## src/rtl/ctrl_pipe.sv

```systemverilog
`default_nettype none
// ============================================================================
// Module   : ctrl_pipe
// Brief    : Control-bundle pipeline for a 5-stage MIPS core. Carries the
//            decoder's ex/m/wb bundle through ID/EX, EX/MEM and MEM/WB,
//            unpacks it into per-stage strobes, and generates load-use
//            stalls, flush bubbles and EX-stage forwarding selects.
// Revision : 1.0 - initial release
// ============================================================================
module ctrl_pipe #(
    parameter int RA_W   = 5,
    parameter bit FWD_EN = 1'b1
) (
    input  logic            clk,
    input  logic            rst_n,
    // ID-stage bundle from the main decoder
    input  logic [1:0]      id_ex,
    input  logic [2:0]      id_m,
    input  logic [1:0]      id_wb,
    input  logic            id_valid,
    input  logic [RA_W-1:0] id_rs,
    input  logic [RA_W-1:0] id_rt,
    input  logic [RA_W-1:0] id_rd,
    input  logic            flush,
    // EX stage
    output logic            ex_reg_dst,
    output logic            ex_alu_src,
    output logic [RA_W-1:0] ex_rs,
    output logic [RA_W-1:0] ex_rt,
    output logic [1:0]      fwd_a,
    output logic [1:0]      fwd_b,
    // MEM stage
    output logic            mem_branch,
    output logic            mem_read,
    output logic            mem_write,
    output logic [RA_W-1:0] mem_wreg,
    // WB stage
    output logic            wb_mem_to_reg,
    output logic            wb_reg_write,
    output logic [RA_W-1:0] wb_wreg,
    // Front-end hazard control
    output logic            pc_en,
    output logic            ifid_en,
    output logic            ifid_flush
);

    // Operand-select encodings
    localparam logic [1:0]      C_FWD_RF   = 2'b00;
    localparam logic [1:0]      C_FWD_EXM  = 2'b10;
    localparam logic [1:0]      C_FWD_MWB  = 2'b01;
    localparam logic [RA_W-1:0] C_REG_ZERO = '0;

    // ------------------------------------------------------------------------
    // Pipeline state not directly visible on the ports
    // ------------------------------------------------------------------------
    logic [2:0]      r_ex_m;      // branch, mem_read, mem_write
    logic [1:0]      r_ex_wb;     // mem_to_reg, reg_write
    logic [RA_W-1:0] r_ex_rd;     // only needed to form mem_wreg
    logic [1:0]      r_mem_wb;    // mem_to_reg, reg_write

    // ------------------------------------------------------------------------
    // Hazard detection
    // ------------------------------------------------------------------------
    logic w_ex_mem_read;
    logic w_load_use;
    logic w_stall;
    logic w_idex_bubble;
    logic w_mem_reg_write;

    assign w_ex_mem_read   = r_ex_m[1];
    assign w_mem_reg_write = r_mem_wb[0];

    // Load in EX whose destination is a source of the instruction in ID.
    // $0 is hard-wired, so a load targeting it never creates a hazard.
    assign w_load_use = id_valid
                      & w_ex_mem_read
                      & (ex_rt != C_REG_ZERO)
                      & ((ex_rt == id_rs) | (ex_rt == id_rt));

    // A redirect squashes the dependent instruction anyway, so it cancels
    // the stall and lets the front end fetch the new target immediately.
    assign w_stall       = w_load_use & ~flush;
    assign w_idex_bubble = flush | ~id_valid | w_stall;

    assign pc_en      = ~w_stall;
    assign ifid_en    = ~w_stall;
    assign ifid_flush = flush;

    // ------------------------------------------------------------------------
    // ID/EX register: load the decoded bundle or insert a bubble
    // ------------------------------------------------------------------------
    always_ff @(posedge clk) begin
        if (!rst_n) begin
            ex_reg_dst <= 1'b0;
            ex_alu_src <= 1'b0;
            r_ex_m     <= 3'b000;
            r_ex_wb    <= 2'b00;
            ex_rs      <= C_REG_ZERO;
            ex_rt      <= C_REG_ZERO;
            r_ex_rd    <= C_REG_ZERO;
        end else if (w_idex_bubble) begin
            ex_reg_dst <= 1'b0;
            ex_alu_src <= 1'b0;
            r_ex_m     <= 3'b000;
            r_ex_wb    <= 2'b00;
            ex_rs      <= C_REG_ZERO;
            ex_rt      <= C_REG_ZERO;
            r_ex_rd    <= C_REG_ZERO;
        end else begin
            ex_reg_dst <= id_ex[1];
            ex_alu_src <= id_ex[0];
            r_ex_m     <= id_m;
            r_ex_wb    <= id_wb;
            ex_rs      <= id_rs;
            ex_rt      <= id_rt;
            r_ex_rd    <= id_rd;
        end
    end

    // ------------------------------------------------------------------------
    // EX/MEM register: unpack m, carry wb, resolve the destination register
    // ------------------------------------------------------------------------
    always_ff @(posedge clk) begin
        if (!rst_n) begin
            mem_branch <= 1'b0;
            mem_read   <= 1'b0;
            mem_write  <= 1'b0;
            r_mem_wb   <= 2'b00;
            mem_wreg   <= C_REG_ZERO;
        end else begin
            mem_branch <= r_ex_m[2];
            mem_read   <= r_ex_m[1];
            mem_write  <= r_ex_m[0];
            r_mem_wb   <= r_ex_wb;
            mem_wreg   <= ex_reg_dst ? r_ex_rd : ex_rt;
        end
    end

    // ------------------------------------------------------------------------
    // MEM/WB register: unpack wb and carry the destination register
    // ------------------------------------------------------------------------
    always_ff @(posedge clk) begin
        if (!rst_n) begin
            wb_mem_to_reg <= 1'b0;
            wb_reg_write  <= 1'b0;
            wb_wreg       <= C_REG_ZERO;
        end else begin
            wb_mem_to_reg <= r_mem_wb[1];
            wb_reg_write  <= r_mem_wb[0];
            wb_wreg       <= mem_wreg;
        end
    end

    // ------------------------------------------------------------------------
    // Forwarding selection
    // ------------------------------------------------------------------------
    generate
        if (FWD_EN) begin : g_fwd
            logic w_exm_ok;
            logic w_mwb_ok;

            // A stage may forward only if it writes a real (non-$0) register
            assign w_exm_ok = w_mem_reg_write & (mem_wreg != C_REG_ZERO);
            assign w_mwb_ok = wb_reg_write    & (wb_wreg  != C_REG_ZERO);

            // EX/MEM is checked first because it holds the newer result
            always_comb begin
                fwd_a = C_FWD_RF;
                if (w_exm_ok && (mem_wreg == ex_rs)) begin
                    fwd_a = C_FWD_EXM;
                end else if (w_mwb_ok && (wb_wreg == ex_rs)) begin
                    fwd_a = C_FWD_MWB;
                end
            end

            // Same priority for the second operand, matched against rt
            always_comb begin
                fwd_b = C_FWD_RF;
                if (w_exm_ok && (mem_wreg == ex_rt)) begin
                    fwd_b = C_FWD_EXM;
                end else if (w_mwb_ok && (wb_wreg == ex_rt)) begin
                    fwd_b = C_FWD_MWB;
                end
            end
        end else begin : g_no_fwd
            assign fwd_a = C_FWD_RF;
            assign fwd_b = C_FWD_RF;
        end
    endgenerate

endmodule
`default_nettype wire

```

## config.mk

```make
export PLATFORM = sky130hd
export DESIGN_NAME = ctrl_pipe
export DESIGN_NICKNAME = d
export VERILOG_FILES = /design/src/rtl/ctrl_pipe.sv
export SDC_FILE = /design/constraint.sdc
export NUM_CORES = 1
export LEC_CHECK = 0
export BUFFER_PORTS_ARGS = -buffer_cell sky130_fd_sc_hd__buf_2
export CAP_MARGIN = 20
export CORE_ASPECT_RATIO = 0.5
export CORE_MARGIN = 2
export CORE_UTILIZATION = 49
export CTS_CLUSTER_SIZE = 40
export DETAILED_ROUTE_END_ITERATION = 7
export PLACE_DENSITY = 0.86
export SKIP_LAST_GASP = 1
export SLEW_MARGIN = 10
export SYNTH_ARGS = -nofsm -noshare
export SYNTH_HDL_FRONTEND = slang
export SYNTH_SLANG_ARGS = --single-unit
```

## constraint.sdc

```tcl
create_clock -name clk -period 1.73 [get_ports clk]
set_input_delay 0 -clock clk [delete_from_list [all_inputs] [get_ports clk]]
set_output_delay 0 -clock clk [all_outputs]
set_load 0.01 [all_outputs]
```

Yosys cells after proc, flatten, opt, wreduce, memory -nomap -nowiden. Cells that the tools add are included.

Eq/ne operators: 6. Reduce and logical (&&, ||, !) cells: 8. Bitwise gates (word level): 13. Muxes and demuxes: 5.

Operator list (number): $eq A5 B5 Y1 (6); $reduce_bool A5 Y1 (3); $and A1 B1 Y1 (6); $mux W5 (1); $logic_and A1 B1 Y1 (4); $mux W2 (2); $not A1 Y1 (4); $or A1 B1 Y1 (3); $mux W1 (2); $reduce_or A2 Y1 (1).

Word-level logic and storage cells: 47. Output and inout bits: 34. Flip-flop bits (word level): 39. Input bits: 26.

Logic depth before layout (Yosys ltp).
Depth after elaboration: 6. Depth in mapped cells: 7. Gate-level depth less buffers: 4.

Least setup slack after synthesis. OpenSTA, ideal clock, no wires.

Path type: reg-to-output. From: register ex_rt[1]. To: output pc_en. Setup slack: 0.143 ns. Arrival: 1.587 ns. Stages on the path, launching flop included: 7. Required time: 1.730 ns. Buffers on the path: 3. Cells stage by stage: dfxtp_1 -> buf_4 -> or3_4 -> o311a_4 -> buf_6 -> nand2_1 -> buf_4.

Cells in the longest elaborated chain, start to end: 5. Elaborated cells on any way between the ends: 8.

RTL lines: start, declared (line 29) `output logic [RA_W-1:0] ex_rt,`; start signal, assigned (line 115) `ex_rt <= id_rt;`; $eq A5 B5 Y1 / $reduce_bool A5 Y1 (equally long branches) (line 78, 77); $or A1 B1 Y1 / $and A1 B1 Y1 (equally long branches) (line 78, 77); $and A1 B1 Y1 (*) (line 78) `& ((ex_rt == id_rs) | (ex_rt == id_rt));`; $and A1 B1 Y1 (*) (line 82) `assign w_stall = w_load_use & ~flush;`; $not A1 Y1 (*); end, declared (line 42) `output logic pc_en,`.

Every way passes the cells marked *; elsewhere a longest branch is shown, timed or not.

Final worst setup path.
From: register mem_wreg[2]. To: output fwd_a[0].

Cells in the longest elaborated chain, start to end: 4. Elaborated cells on any way between the ends: 5.

RTL lines: start, declared (line 36) `output logic [RA_W-1:0] mem_wreg,`; start signal, assigned (line 135) `mem_wreg <= ex_reg_dst ? r_ex_rd : ex_rt;`; $reduce_bool A5 Y1 (line 163) `assign w_exm_ok = w_mem_reg_write & (mem_wreg != C_REG_ZERO);`; $and A1 B1 Y1 (line 163); $logic_and A1 B1 Y1 (*) (line 169) `if (w_exm_ok && (mem_wreg == ex_rs)) begin`; $mux W2 (*) (line 169); end, declared (line 30) `output logic [1:0] fwd_a,`.

Marked as above.

==> Implementation_results.wiki <==
{| class="wikitable"
! Metric !! Value
|-
| # diodes || 0
|-
| TritonCTS clock tree || done
|-
| # IOs || 60
|-
| Antenna violations before repair || 0
|-
| Maximum fanout along the worst path || 2
|-
| Final Skew || 10.4 ps
|-
| Average wire per cell in the routed design || 18.3 um
|-
| Yosys top cell by area || sky130_fd_sc_hd__dfxtp_1
|-
| PD cells || 793 nW/um2
|-
| Commonest non-fill, non-tap cell in the layout || sky130_fd_sc_hd__buf_2
|-
| Largest incremental delay on the critical path || 540 ps
|-
| Die ar. || around 4100 um2
|-
| Fraction of synthesized cell area taken by the top area cell type || 44.4%
|-
| Outcome || finished, violations left
|-
| Number of buffers created by CTS || 5
|-
| Utilization of the core after routing || 76.5%
|-
| Unrepaired setup endpoints after global routing || true
|-
| Clock transition at the registers of the reported paths || 70 ps
|-
| End of the worst register-to-register path || ex_rt[2]
|-
| Overflow after GRT || 0
|-
| Largest cells by area after synthesis || sky130_fd_sc_hd__dfxtp_1 44%, sky130_fd_sc_hd__a21oi_2 9.5%, sky130_fd_sc_hd__xnor2_1 8.0%
|-
| Worst Tran Pin Value || roughly 600 ps
|-
| Clock root cell || sky130_fd_sc_hd__clkbuf_8
|-
| Instance count of the mapped netlist || 174
|-
| Aggregate global-route resource usage || 27.2%
|-
| Total Wirelength || around 5800 um
|-
| Chip Width || 88.7 um
|-
| Half-perimeter wire length of the detailed placement result || 2950 um
|-
| Main combinational cell family by area after synthesis || simple AND/OR/NAND/NOR gates
|-
| Start-to-end type of the worst setup path || register to output port
|-
| Number of cells in the design after placement || 271
|-
| Hold crit path type || input pin to output port
|-
| Drc violations || 0
|-
| Number of failing hold endpoints at the final stage || 0
|-
| Max Cap Violations || 0
|-
| Std cell rows || 15
|-
| Synth Area in Compound Gates || 12.5%
|-
| Peak ir drop on the vdd network || 414 uV
|-
| Final worst-path cycle share || 104%
|-
| Worst hold margin || 203 ps
|-
| Commonest non-fill, non-tap cells in the layout || 59 x sky130_fd_sc_hd__buf_2, 28 x sky130_fd_sc_hd__dfxtp_1, 25 x sky130_fd_sc_hd__nand3_1, 22 x sky130_fd_sc_hd__dlygate4sd3_1, 19 x sky130_fd_sc_hd__a21oi_2
|-
| Top cell by count, worst path || sky130_fd_sc_hd__nor4_2
|-
| Total core area || 3430 um2
|-
| Synthesized area per cell || 10.1 um2
|-
| Number of standard cells in the layout, taps in and fillers out || 316
|-
| Vias in the first global route || around 1500
|-
| Kind of start point of the critical path || register
|-
| Xor/xnor cell area share of the yosys netlist || 14.9%
|-
| Maximum number of pins on one net before global-route repair || 40
|-
| CP Launch Point || mem_wreg[2]
|-
| Setup slack of the worst register-to-register path || 60 ps
|-
| Number of antenna-violating nets in the routed design || 0
|-
| Share of final-layout standard cells stronger than drive strength 1 || 47.9%
|-
| Yosys warnings || 0
|-
| Number of nets produced by synthesis || 200
|-
| Setup WS pre-CTS || around 120 ps
|-
| H-tree levels || 2
|-
| Master of the slowest instance on the critical path || sky130_fd_sc_hd__or4_4
|-
| Fillcell total || approximately 200
|-
| Flip-flop and latch count after synthesis || 39
|-
| Final Setup Violations || 4
|-
| Global-route wire length before repair || 7900 um
|-
| Startpoint of the worst register-to-register path || ex_rt[2]
|-
| Count of cells along the worst register-to-register path || 7
|-
| Buffers on Ports || 59
|-
| Multiplexer area fraction after synthesis || ~2.8%
|-
| Crit-path cells || or4_4, o21ai_4, buf_4, nor4_2, nor4_2, buf_2
|-
| Max-slew violation total from the final report || 0
|-
| Number of optimization iterations in the first detailed-route pass || 7
|-
| Final critical-path required period || 1810 ps
|-
| Sinks on Clock Net || 39
|-
| Starting density of the core || 51.2%
|-
| Maximum buffer depth of the clock tree || 2
|-
| Final WS setup || -75.7 ps
|-
| Worst setup path end || fwd_a[0]
|-
| Req. time, crit path || 1730 ps
|-
| Number of vias after detailed routing || between 1500 and 2000
|-
| Category of the worst setup path capture point || output port
|-
| Area share of and/or/nand/nor cells after synthesis || 18.9%
|-
| Placer's final routability congestion estimate || 0.796
|-
| Layout overhead on the synthesized area || 49.5%
|-
| Seq/Total Area, Yosys || 44.4%
|-
| Detailed Route Iter0 Violations || 134
|-
| Combined area of all synthesized cells || 1760 um2
|-
| Source-to-sink clock delay at the later pin of the worst-skew pair || 290 ps
|-
| Data arrival time of the critical path || 1810 ps
|-
| Violated checks || negative setup slack
|-
| Highest attainable clock frequency || 554 MHz
|-
| Ratio of routed vias to standard cells || around 5.3
|-
| Adder and majority cell fraction of the synthesized area || 0%
|-
| Slew Limit Headroom || 61.1%
|-
| Static Leakage || 1.19 nW
|-
| # nets final || 290
|-
| Final sum of negative setup slack || -173 ps
|-
| Die Height || 46.4 um
|-
| Post-synthesis cell type count || 22
|}
==> how the worst min path moves through the flow <==
| stage | startpoint | to | slack (ps) | cells after the start |
|---|---|---|---|---|
| after floorplan | flush | ifid_flush | 90 | 1 |
| after global placement | flush | ifid_flush | 200 | 2 |
| after detailed placement | flush | ifid_flush | 200 | 2 |
| after CTS | flush | ifid_flush | 200 | 2 |
| after global routing | flush | ifid_flush | 220 | 2 |
| final | flush | ifid_flush | 200 | 2 |
==> kinds of logic after synthesis <==
family | count (synthesis)
compound gates | 26
mux | 5
simple gates | 56
flops | 39
xor+xnor | 30
buf+inv | 18
==> area by class of cell <==
| type | instances | area, um2 | area share, % |
|---|---|---|---|
| clock buffer | 6 | 72.6 | 2.76 |
| tap | 51 | 63.8 | 2.43 |
| timing repair buffer | 100 | 671 | 25.5 |
| clock inverter | 2 | 60.1 | 2.28 |
| multi-input combinational | 118 | 950 | 36.1 |
| sequential | 39 | 812 | 30.9 |
==> cells in the mapped netlist, drive strengths merged <==
master and n:
mux2i 5, o21ai 2, dfxtp 39, clkbuf 7, or4 4, o311a 1, nor2b 6, nor4 4
and2 12, xnor2 16, nand3 26, buf 11, a21oi 22, or3 1, nand2 3, o22ai 1
xor2 14
==> stage by stage <==
step | cell area, um2 | power, W
final | 2630 | 0.00208
after global routing | 2630 | 0.00213
after CTS | 2540 | 0.00203
after detailed placement | 2060 | 0.00113
after global placement | 2060 | 0.00112
after floorplan | 1760 | 0.00106
==> metal layers <==
metal	vias to the layer above	wire, um	part of all wire, %	GRT usage (%)
li1	767	-	-	-
met1	799	2490	43	32.8
met2	99	2680	46	46.7
met3	24	378	6.5	6.27
met4	0	251	4.3	14.2
met5	-	0	0	0
==> critical path: cells and delay by family (launching register included) <==
family / cells / cell delay [ps]
simple gates: 3 / 720
flops: 1 / 350
buf+inv: 2 / 300
compound gates: 1 / 170
==> power breakdown <==
| group | leakage, nW | internal (W) | switching (W) |
|---|---|---|---|
| clock network | 0.0654 | 0.000577 | 0.000323 |
| registers | 0.324 | 0.000908 | 0.0000216 |
| logic | 0.801 | 0.000130 | 0.000125 |
| total | 1.19 | 0.00161 | 0.000469 |
==> timing repair <==
action | in CTS | in global routing
hold buffers | 22 | 0
endpoints found under the setup margin | 5 | 4
pin swaps | 7 | 3
cloned | 1 | 0
resized for setup | 24 | 4
endpoints found under the hold margin | 22 | 0
setup buffers | 6 | 8
No activity file was read; power rests on OpenSTA's default activity.
